==> config.mk <==
export PLATFORM = sky130hd
export DESIGN_NAME = if_id_fetch
export DESIGN_NICKNAME = d
export VERILOG_FILES = /design/src/rtl/mips_pkg.sv /design/src/rtl/instr_loader.sv /design/src/rtl/if_id_fetch.sv
export SDC_FILE = /design/constraint.sdc
export NUM_CORES = 2
export LEC_CHECK = 0
export BUFFER_PORTS_ARGS = -buffer_cell sky130_fd_sc_hd__buf_4
export CORE_MARGIN = 5
export CORE_UTILIZATION = 60
export DETAILED_ROUTE_END_ITERATION = 10
export PLACE_DENSITY = 0.76
export SLEW_MARGIN = 0
export SYNTH_ARGS = -nofsm -noshare
export SYNTH_HDL_FRONTEND = slang
export SYNTH_SLANG_ARGS = --single-unit
==> constraint.sdc <==
create_clock -name clk -period 4.4 [get_ports clk]
set_input_delay 0.44 -clock clk [delete_from_list [all_inputs] [get_ports clk]]
set_output_delay 0.44 -clock clk [all_outputs]
set_load 0.005 [all_outputs]
==> src/rtl/mips_pkg.sv <==
// Shared types and constants for the MIPS fetch slice.
package mips_pkg;

    localparam int unsigned INSTR_W = 32;
    localparam int unsigned PC_W    = 8;

    localparam logic [INSTR_W-1:0] NOP_WORD = 32'h0000_0000;
    localparam logic [5:0]         OP_HALT  = 6'b111111;

    typedef enum logic {
        IDLE,
        LOADING
    } load_state_t;

endpackage

==> src/rtl/instr_loader.sv <==
// Instruction-memory loader: packs a big-endian byte stream into 32-bit words
// and emits one memory write per completed word while write_en is held.
module instr_loader
    import mips_pkg::*;
#(
    parameter int unsigned DEPTH = 64
) (
    input  logic         clk,
    input  logic         reset,
    input  logic         write_en,
    input  logic         load_valid,
    input  logic [7:0]   load_byte,
    output logic         mem_we,
    output logic [5:0]   mem_addr,
    output logic [31:0]  mem_wdata,
    output logic [6:0]   words_loaded,
    output logic         load_overflow
);

    localparam logic [6:0] DEPTH_W = 7'(DEPTH);

    load_state_t state, state_nx;
    logic [1:0]  byte_cnt, byte_cnt_nx;
    logic [23:0] asm_q, asm_nx;
    logic [6:0]  words_nx;
    logic        overflow_nx;

    // Loader state and counters; a restart happens only on the IDLE->LOADING transition.
    always_ff @(posedge clk or negedge reset) begin
        if (!reset) begin
            state         <= IDLE;
            byte_cnt      <= '0;
            asm_q         <= '0;
            words_loaded  <= '0;
            load_overflow <= 1'b0;
        end else begin
            state         <= state_nx;
            byte_cnt      <= byte_cnt_nx;
            asm_q         <= asm_nx;
            words_loaded  <= words_nx;
            load_overflow <= overflow_nx;
        end
    end

    // Next-state, byte packing and write strobe; the 4th byte goes straight to memory.
    always_comb begin
        state_nx    = state;
        byte_cnt_nx = byte_cnt;
        asm_nx      = asm_q;
        words_nx    = words_loaded;
        overflow_nx = load_overflow;
        mem_we      = 1'b0;
        case (state)
            IDLE: begin
                byte_cnt_nx = '0;
                if (write_en) begin
                    state_nx    = LOADING;
                    words_nx    = '0;
                    overflow_nx = 1'b0;
                end
            end
            LOADING: begin
                if (!write_en) begin
                    state_nx    = IDLE;
                    byte_cnt_nx = '0;
                end else if (load_valid) begin
                    if (byte_cnt == 2'd3) begin
                        byte_cnt_nx = '0;
                        if (words_loaded < DEPTH_W) begin
                            mem_we   = 1'b1;
                            words_nx = words_loaded + 7'd1;
                        end else begin
                            overflow_nx = 1'b1;
                        end
                    end else begin
                        byte_cnt_nx = byte_cnt + 2'd1;
                        asm_nx      = {asm_q[15:0], load_byte};
                    end
                end
            end
            default: state_nx = IDLE;
        endcase
    end

    assign mem_addr  = words_loaded[5:0];
    assign mem_wdata = {asm_q, load_byte};

endmodule

==> src/rtl/if_id_fetch.sv <==
// IF-stage fetch: instruction memory, its byte loader and the IF/ID register.
module if_id_fetch
    import mips_pkg::*;
#(
    parameter int unsigned DEPTH    = 64,
    parameter logic [31:0] NOP_WORD = mips_pkg::NOP_WORD
) (
    input  logic        clk,
    input  logic        reset,
    input  logic        clk_en,
    input  logic [7:0]  pc,
    input  logic        stall,
    input  logic        flush,
    input  logic        write_en,
    input  logic        load_valid,
    input  logic [7:0]  load_byte,
    output logic [31:0] if_id_instr,
    output logic [7:0]  if_id_pc4,
    output logic        if_id_valid,
    output logic        halted,
    output logic [6:0]  words_loaded,
    output logic        load_overflow
);

    localparam int unsigned AW      = $clog2(DEPTH);
    localparam logic [6:0]  DEPTH_W = 7'(DEPTH);

    logic [31:0] mem [DEPTH];
    logic        mem_we;
    logic [5:0]  mem_addr;
    logic [31:0] mem_wdata;
    logic [5:0]  word_idx;
    logic [31:0] fetch_word;
    logic [1:0]  unused_pc_lsb;

    assign unused_pc_lsb = pc[1:0];
    assign word_idx      = pc[7:2];

    instr_loader #(
        .DEPTH(DEPTH)
    ) u_loader (
        .clk          (clk),
        .reset        (reset),
        .write_en     (write_en),
        .load_valid   (load_valid),
        .load_byte    (load_byte),
        .mem_we       (mem_we),
        .mem_addr     (mem_addr),
        .mem_wdata    (mem_wdata),
        .words_loaded (words_loaded),
        .load_overflow(load_overflow)
    );

    // Program memory write port; contents intentionally survive reset.
    always_ff @(posedge clk) begin
        if (mem_we) mem[mem_addr[AW-1:0]] <= mem_wdata;
    end

    // Combinational fetch; addresses past the array return NOP.
    always_comb begin
        fetch_word = NOP_WORD;
        if ({1'b0, word_idx} < DEPTH_W) fetch_word = mem[word_idx[AW-1:0]];
    end

    // IF/ID register: write_en > flush > (stall | halted | !clk_en) hold > load.
    always_ff @(posedge clk or negedge reset) begin
        if (!reset) begin
            if_id_instr <= NOP_WORD;
            if_id_pc4   <= '0;
            if_id_valid <= 1'b0;
            halted      <= 1'b0;
        end else if (write_en) begin
            if_id_instr <= NOP_WORD;
            if_id_pc4   <= '0;
            if_id_valid <= 1'b0;
            halted      <= 1'b0;
        end else if (flush) begin
            if_id_instr <= NOP_WORD;
            if_id_valid <= 1'b0;
        end else if (!(stall || halted || !clk_en)) begin
            if_id_instr <= fetch_word;
            if_id_pc4   <= pc + 8'd4;
            if_id_valid <= 1'b1;
            if (fetch_word[31:26] == OP_HALT) halted <= 1'b1;
        end
    end

endmodule

* Yosys cells after proc, flatten, opt, wreduce, memory -nomap -nowiden
Memory sizes are Yosys's and may differ from the RTL's.
Index checks and enable logic that the tools add are counted.
** Storage, ports and cells
- Flip-flop bits (word level) :: 77
- Memories :: 1
- Output and inout bits :: 50
- Input port bits :: 23
- RAM bits :: 2048
- Logic and storage cells :: 74
** Operators by class
- Add/sub/neg operators :: 3
- Eq/ne operators :: 12
- Bitwise operators :: 2
- $lt $le $gt $ge :: 1
- Muxes and demuxes :: 37
- Reductions and logical operators :: 9
** Memory list
- mem :: words 64, width 32, read ports 1, clocked after Yosys merged registers in 0, wr ports 1, RTL line if_id_fetch.sv:28 : logic [31:0] mem [DEPTH];
** Operator list (count)
- $mux 32 :: 3
- $mux 7 :: 5
- $mux 8 :: 3
- $mux 1 :: 20
- $ne 2x2->1 const B :: 7
- $pmux 7 s2 :: 1
- $reduce_and 5->1 :: 2
- $add 8x3->8 const B :: 1
- $add 7x1->7 const B :: 1
- $lt 7x7->1 const B :: 1
- $eq 6x6->1 const B :: 1
- $mux 2 :: 3
- $ne 3x3->1 const B :: 2
- $pmux 2 s2 :: 1
- $reduce_and 4->1 :: 1
- $reduce_and 3->1 :: 1
- $add 2x1->2 const B :: 1
- $eq 2x2->1 const B :: 1
- $logic_or 1x1->1 :: 2
- $ne 2x1->1 const B :: 1
- $not 1->1 :: 2
- $pmux 1 s2 :: 1
- $reduce_and 2->1 :: 1
- $reduce_bool 2->1 :: 1
- $logic_not 1->1 :: 1

* Longest topological paths before layout
- Depth in word-level cells :: 8
- Mapped depth :: 13
- Depth with buffers taken out :: 7

* Hierarchy
A second synthesis with hierarchy kept.
** Unflattened totals
- Cell total of the unflattened synthesis :: 3430
- Area, all modules :: 81478.1 um^2
** Modules (own cells, without submodules)
- if_id_fetch :: cells an instance 3311, instances 1, area each 79817.8 um^2
- instr_loader :: cells an instance 119, instances 1, area each 1660.3 um^2

* Worst setup path after synthesis
OpenSTA, ideal clock, no wires.
- Kind :: reg2reg
- Start :: register u_loader.byte_cnt[0]
- End :: memory mem[63][0], enable pin
- Setup slack :: 1.040 ns
- Setup time :: 0.421 ns
- Data required time :: 3.979 ns
- Data arrival time :: 2.938 ns
- Stages on the path, launching flop included :: 8
- Cells stage by stage :: dfrtp_1 -> ha_1 -> nand2_1 -> nor3_1 -> and2_1 -> nand3_1 -> clkbuf_1 -> nor2_1
** On the way
- Word-level cells in the longest chain between the ends :: 7
** RTL lines
- start: declaration :: RTL line instr_loader.sv:23 : logic [1:0] byte_cnt, byte_cnt_nx;
- start signal: assignment :: RTL line instr_loader.sv:38 : byte_cnt <= byte_cnt_nx;
- $eq 2x2->1 :: RTL line instr_loader.sv:67 : if (byte_cnt == 2'd3) begin
- $mux 1 :: RTL line instr_loader.sv:67
- $mux 1 :: RTL line instr_loader.sv:66 : end else if (load_valid) begin
- $mux 1 :: RTL line instr_loader.sv:63 : if (!write_en) begin
- $mux 1 :: RTL line instr_loader.sv:53 : case (state)
- $mux 1 :: RTL line if_id_fetch.sv:56 : if (mem_we) mem[mem_addr[AW-1:0]] <= mem_wdata;
- $mux 1 (implied by the code) :: RTL line if_id_fetch.sv:56
- end: declaration :: RTL line if_id_fetch.sv:28
Every way passes these cells.

* Worst setup path after layout
- Start :: register u_loader.byte_cnt[0]
- End :: memory mem[59][29], enable pin
The elaborated chain is that of the path after synthesis.

==> qor.yml <==
timing:
  finalMaxSlewViolations: 0
  tightest_slew_ps: 1221
  setup_ws_ps: 666.1
  fin_crit_sh_pct: 84.86
  fin_skew_ps: 32.56
  max_freq_mhz: 267.8
  rsz0062_at_grt: "no"
  finalHoldViolations: 0
  setup_tns_ps: 0
  fin_crit_ps: 3734
  relSlewSlack_pct: 18.44
  setup_viol: 0
setup_path:
  r2r-end: "mem[59][29]"
  path_max_fanout: 18
  arrival_ps: 4250
  reg2reg_slack_ps: 670
  reg2regPathDepth: 7
  endpoint_kind: "flip-flop"
  critPathKind: "reg -> reg"
  worstReg2RegStart: "u_loader.byte_cnt[0]"
  startpoint_type: "flip-flop"
  cp.required_ps: 4910
logic_synthesis:
  ys_ff_latch: 2125
  synthArstFlopShare_pct: 3.624
  syn_inst: 3387
  netlist_area_um2: 81020
  synth_edf_count: 2048
  yosys_warnings: 0
  synth_seq_area_share_pct: 78.29
  synth_cell_types: 52
  synth_ff_type: "edfxtp_1"
  avgSynthCellArea_um2: 23.92
  syn_nets: 3413
global_routing:
  grt_overflow_total: 0
  antenna_found_initial: 11
  grt_pass1_vias: 40910
  grt_usage_pct: 31.17
  grt_first_pass_wirelength_um: 307400
  grt_max_degree: 99
clock_tree:
  cts.sinks: 2125
  htreeDepth: 4
  cts_tree: "built"
  clock_path_buffers: 3
  numCtsBuffers: 195
  path_clk_slew_ps: 60
  root_buffer: "clkbuf_16"
  worstSkewPairLatency_ps: 840
detailed_routing:
  dr_total_vias: 39670
  drc: 0
  firstDrtPassIters: 5
  routed_wl_um: 217000
  ant_nets: 0
  avgViaCountPerCell: 7.097
  drtIter0Drc: 6089
  post_drt_wl_per_cell_um: 38.83
floorplanning:
  coreArea_um2: 133800
  dieArea_um2: 142500
  ioPinCount: 73
  initial_core_util_pct: 60.55
  rows: 134
  fp.dieW_um: 377.5
  fp.dieH_um: 377.5
worst_hold_path:
  whs_endpoint: "if_id_instr[30]"
  min_path_cells: 3
  holdCritPathClass: "in -> reg"
  min_from: "clk_en"
placement:
  dpl_worst_slack_ps: 733.8
  dpl.hpwl_um: 119000
  place_inst: 5211
  io_buffers: 72
  place.gp.congestion: 0.8677
finish:
  final_common_cell: "edfxtp_1"
  nets: 3672
  final_layout_size_suffix_gt1_share_pct: 32.42
  area_growth_pct: 13.21
  multiInputGateArea_um2: 17250
  final_cell_mix: "edfxtp_1, mux4_2, clkbuf_16"
  nFillCells: 7582
  instances_no_fill: 5589
  seqCellArea_um2: 63430
pwr:
  p_leak_nw: 28.96
  power_density_nw_per_um2: 472.5
  irDropWorstVdd_mv: 0.3520
flow_run:
  timing.max_cap.violations: 0
run_status:
  status: "finished, final reports clean"
-- Yosys cell counts (2+ instances only) --
library cell / n / area share, %
a22oi_1: 11 / 0.10
a21oi_1: 18 / 0.11
buf_2: 47 / 0.29
o221ai_1: 13 / 0.14
and4_1: 2 / 0.022
ha_1: 3 / 0.046
xor2_1: 5 / 0.054
nand3_1: 39 / 0.24
o211ai_1: 5 / 0.046
nand3b_1: 2 / 0.019
mux2i_1: 37 / 0.46
or2_2: 3 / 0.023
nor2_1: 94 / 0.44
buf_1: 22 / 0.10
mux2_2: 29 / 0.40
o21ai_0: 14 / 0.086
and2_1: 7 / 0.054
edfxtp_1: 2048 / 76
clkbuf_1: 94 / 0.44
buf_4: 17 / 0.16
mux4_2: 625 / 17
clkinv_1: 2 / 0.0093
nor2b_1: 10 / 0.077
nand2_1: 97 / 0.45
xnor2_1: 2 / 0.022
a31oi_1: 3 / 0.023
a2111oi_0: 2 / 0.022
buf_6: 2 / 0.028
nor3_1: 8 / 0.049
o22ai_1: 5 / 0.039
a22o_1: 3 / 0.032
nand2b_1: 5 / 0.039
dfrtp_1: 77 / 2.4
nand4_1: 2 / 0.015
or3_1: 5 / 0.039
o21a_1: 2 / 0.019
nor4_1: 5 / 0.039
or3b_2: 2 / 0.022
a211oi_1: 7 / 0.065
-- final cells by class --
| cell class | count | share of cell area, % |
|---|---|---|
| timing repair buffer | 244 | 2.825 |
| clock buffer | 260 | 5.777 |
| sequential | 2125 | 69.15 |
| clock inverter | 106 | 0.9768 |
| multi-input combinational | 1076 | 18.81 |
| inverter | 4 | 0.02456 |
| antenna | 6 | 0.01637 |
| tap | 1768 | 2.412 |
-- worst max-delay path, cell delays in order, from the launching register on --
cell and delay (ps):
dfrtp_1 370, ha_1 240, nand2_1 110, nor3_1 540, and2_1 480, nand2_1 550, nor2_4 830, buf_12 260
-- metal layers --
layer / global-route usage [%] / share of wire [%] / vias to the layer above
met2: 48.64 / 48 / 3225
met4: 12.62 / 4.5 / 10
met3: 9.678 / 14 / 531
li1: - / - / 15030
met1: 42.02 / 34 / 20870
met5: 0 / 0.030 / -
-- power breakdown --
group / leakage (nW) / switching (mW) / total, mW / internal, mW
clock network: 3.02 / 7.35 / 16.6 / 9.23
registers: 19.5 / 0.311 / 23.8 / 23.5
logic: 6.47 / 2.08 / 2.93 / 0.854
-- registers in the layout, indices dropped and copies added (netlist names) --
name and count:
u_loader.state 1, u_loader.load_overflow 1, u_loader.words_loaded 7, if_id_valid 1, u_loader.byte_cnt 2, mem 2048, u_loader.asm_q 24, if_id_pc4 8
halted 1, if_id_instr 32
-- metrics by stage --
step / power, mW / cell area (um2) / hold slack (ps) / util, %
floorplan: 25.74 / 81020 / 144.4 / -
global placement: 26.88 / 85450 / 467.2 / 63.86
detailed placement: 27.09 / 85450 / 486.8 / 63.86
CTS: 43.37 / 91700 / 54.85 / 68.54
global route: 44.55 / 91700 / 109.4 / 68.54
finish: 43.33 / 91720 / 102.0 / 68.55
-- worst max-delay path by stage --
| stage | start | end | slack, ps | depth (start not counted) |
|---|---|---|---|---|
| 2_1_floorplan | u_loader.byte_cnt[0] | mem[63][0] | 1040 | 7 |
| 3_3_place_gp | write_en | mem[59][31] | 890 | 7 |
| 3_5_place_dp | write_en | mem[59][14] | 730 | 7 |
| 4_1_cts | u_loader.byte_cnt[0] | mem[59][29] | 750 | 7 |
| 5_1_grt | u_loader.byte_cnt[0] | mem[59][29] | 560 | 7 |
| 6_report | u_loader.byte_cnt[0] | mem[59][29] | 670 | 7 |
-- cells by family after synthesis --
logic type | share of synthesized area (%)
adder cells (fa/ha/maj) | 0.04634
multiplexers | 18.23
XOR/XNOR | 0.07568
AND/OR/NAND/NOR | 1.551
buffers and inverters | 1.032
AO/OA/AOI/OAI | 0.7738
flip-flops | 78.29
-- timing repair --
item,CTS,global route
setup buffers,0,0
endpoints found under the setup margin,0,0
hold endpoints to repair,49,0
hold buffers,6,0
resized for setup,0,0
No activity file was read; power rests on OpenSTA's default activity.
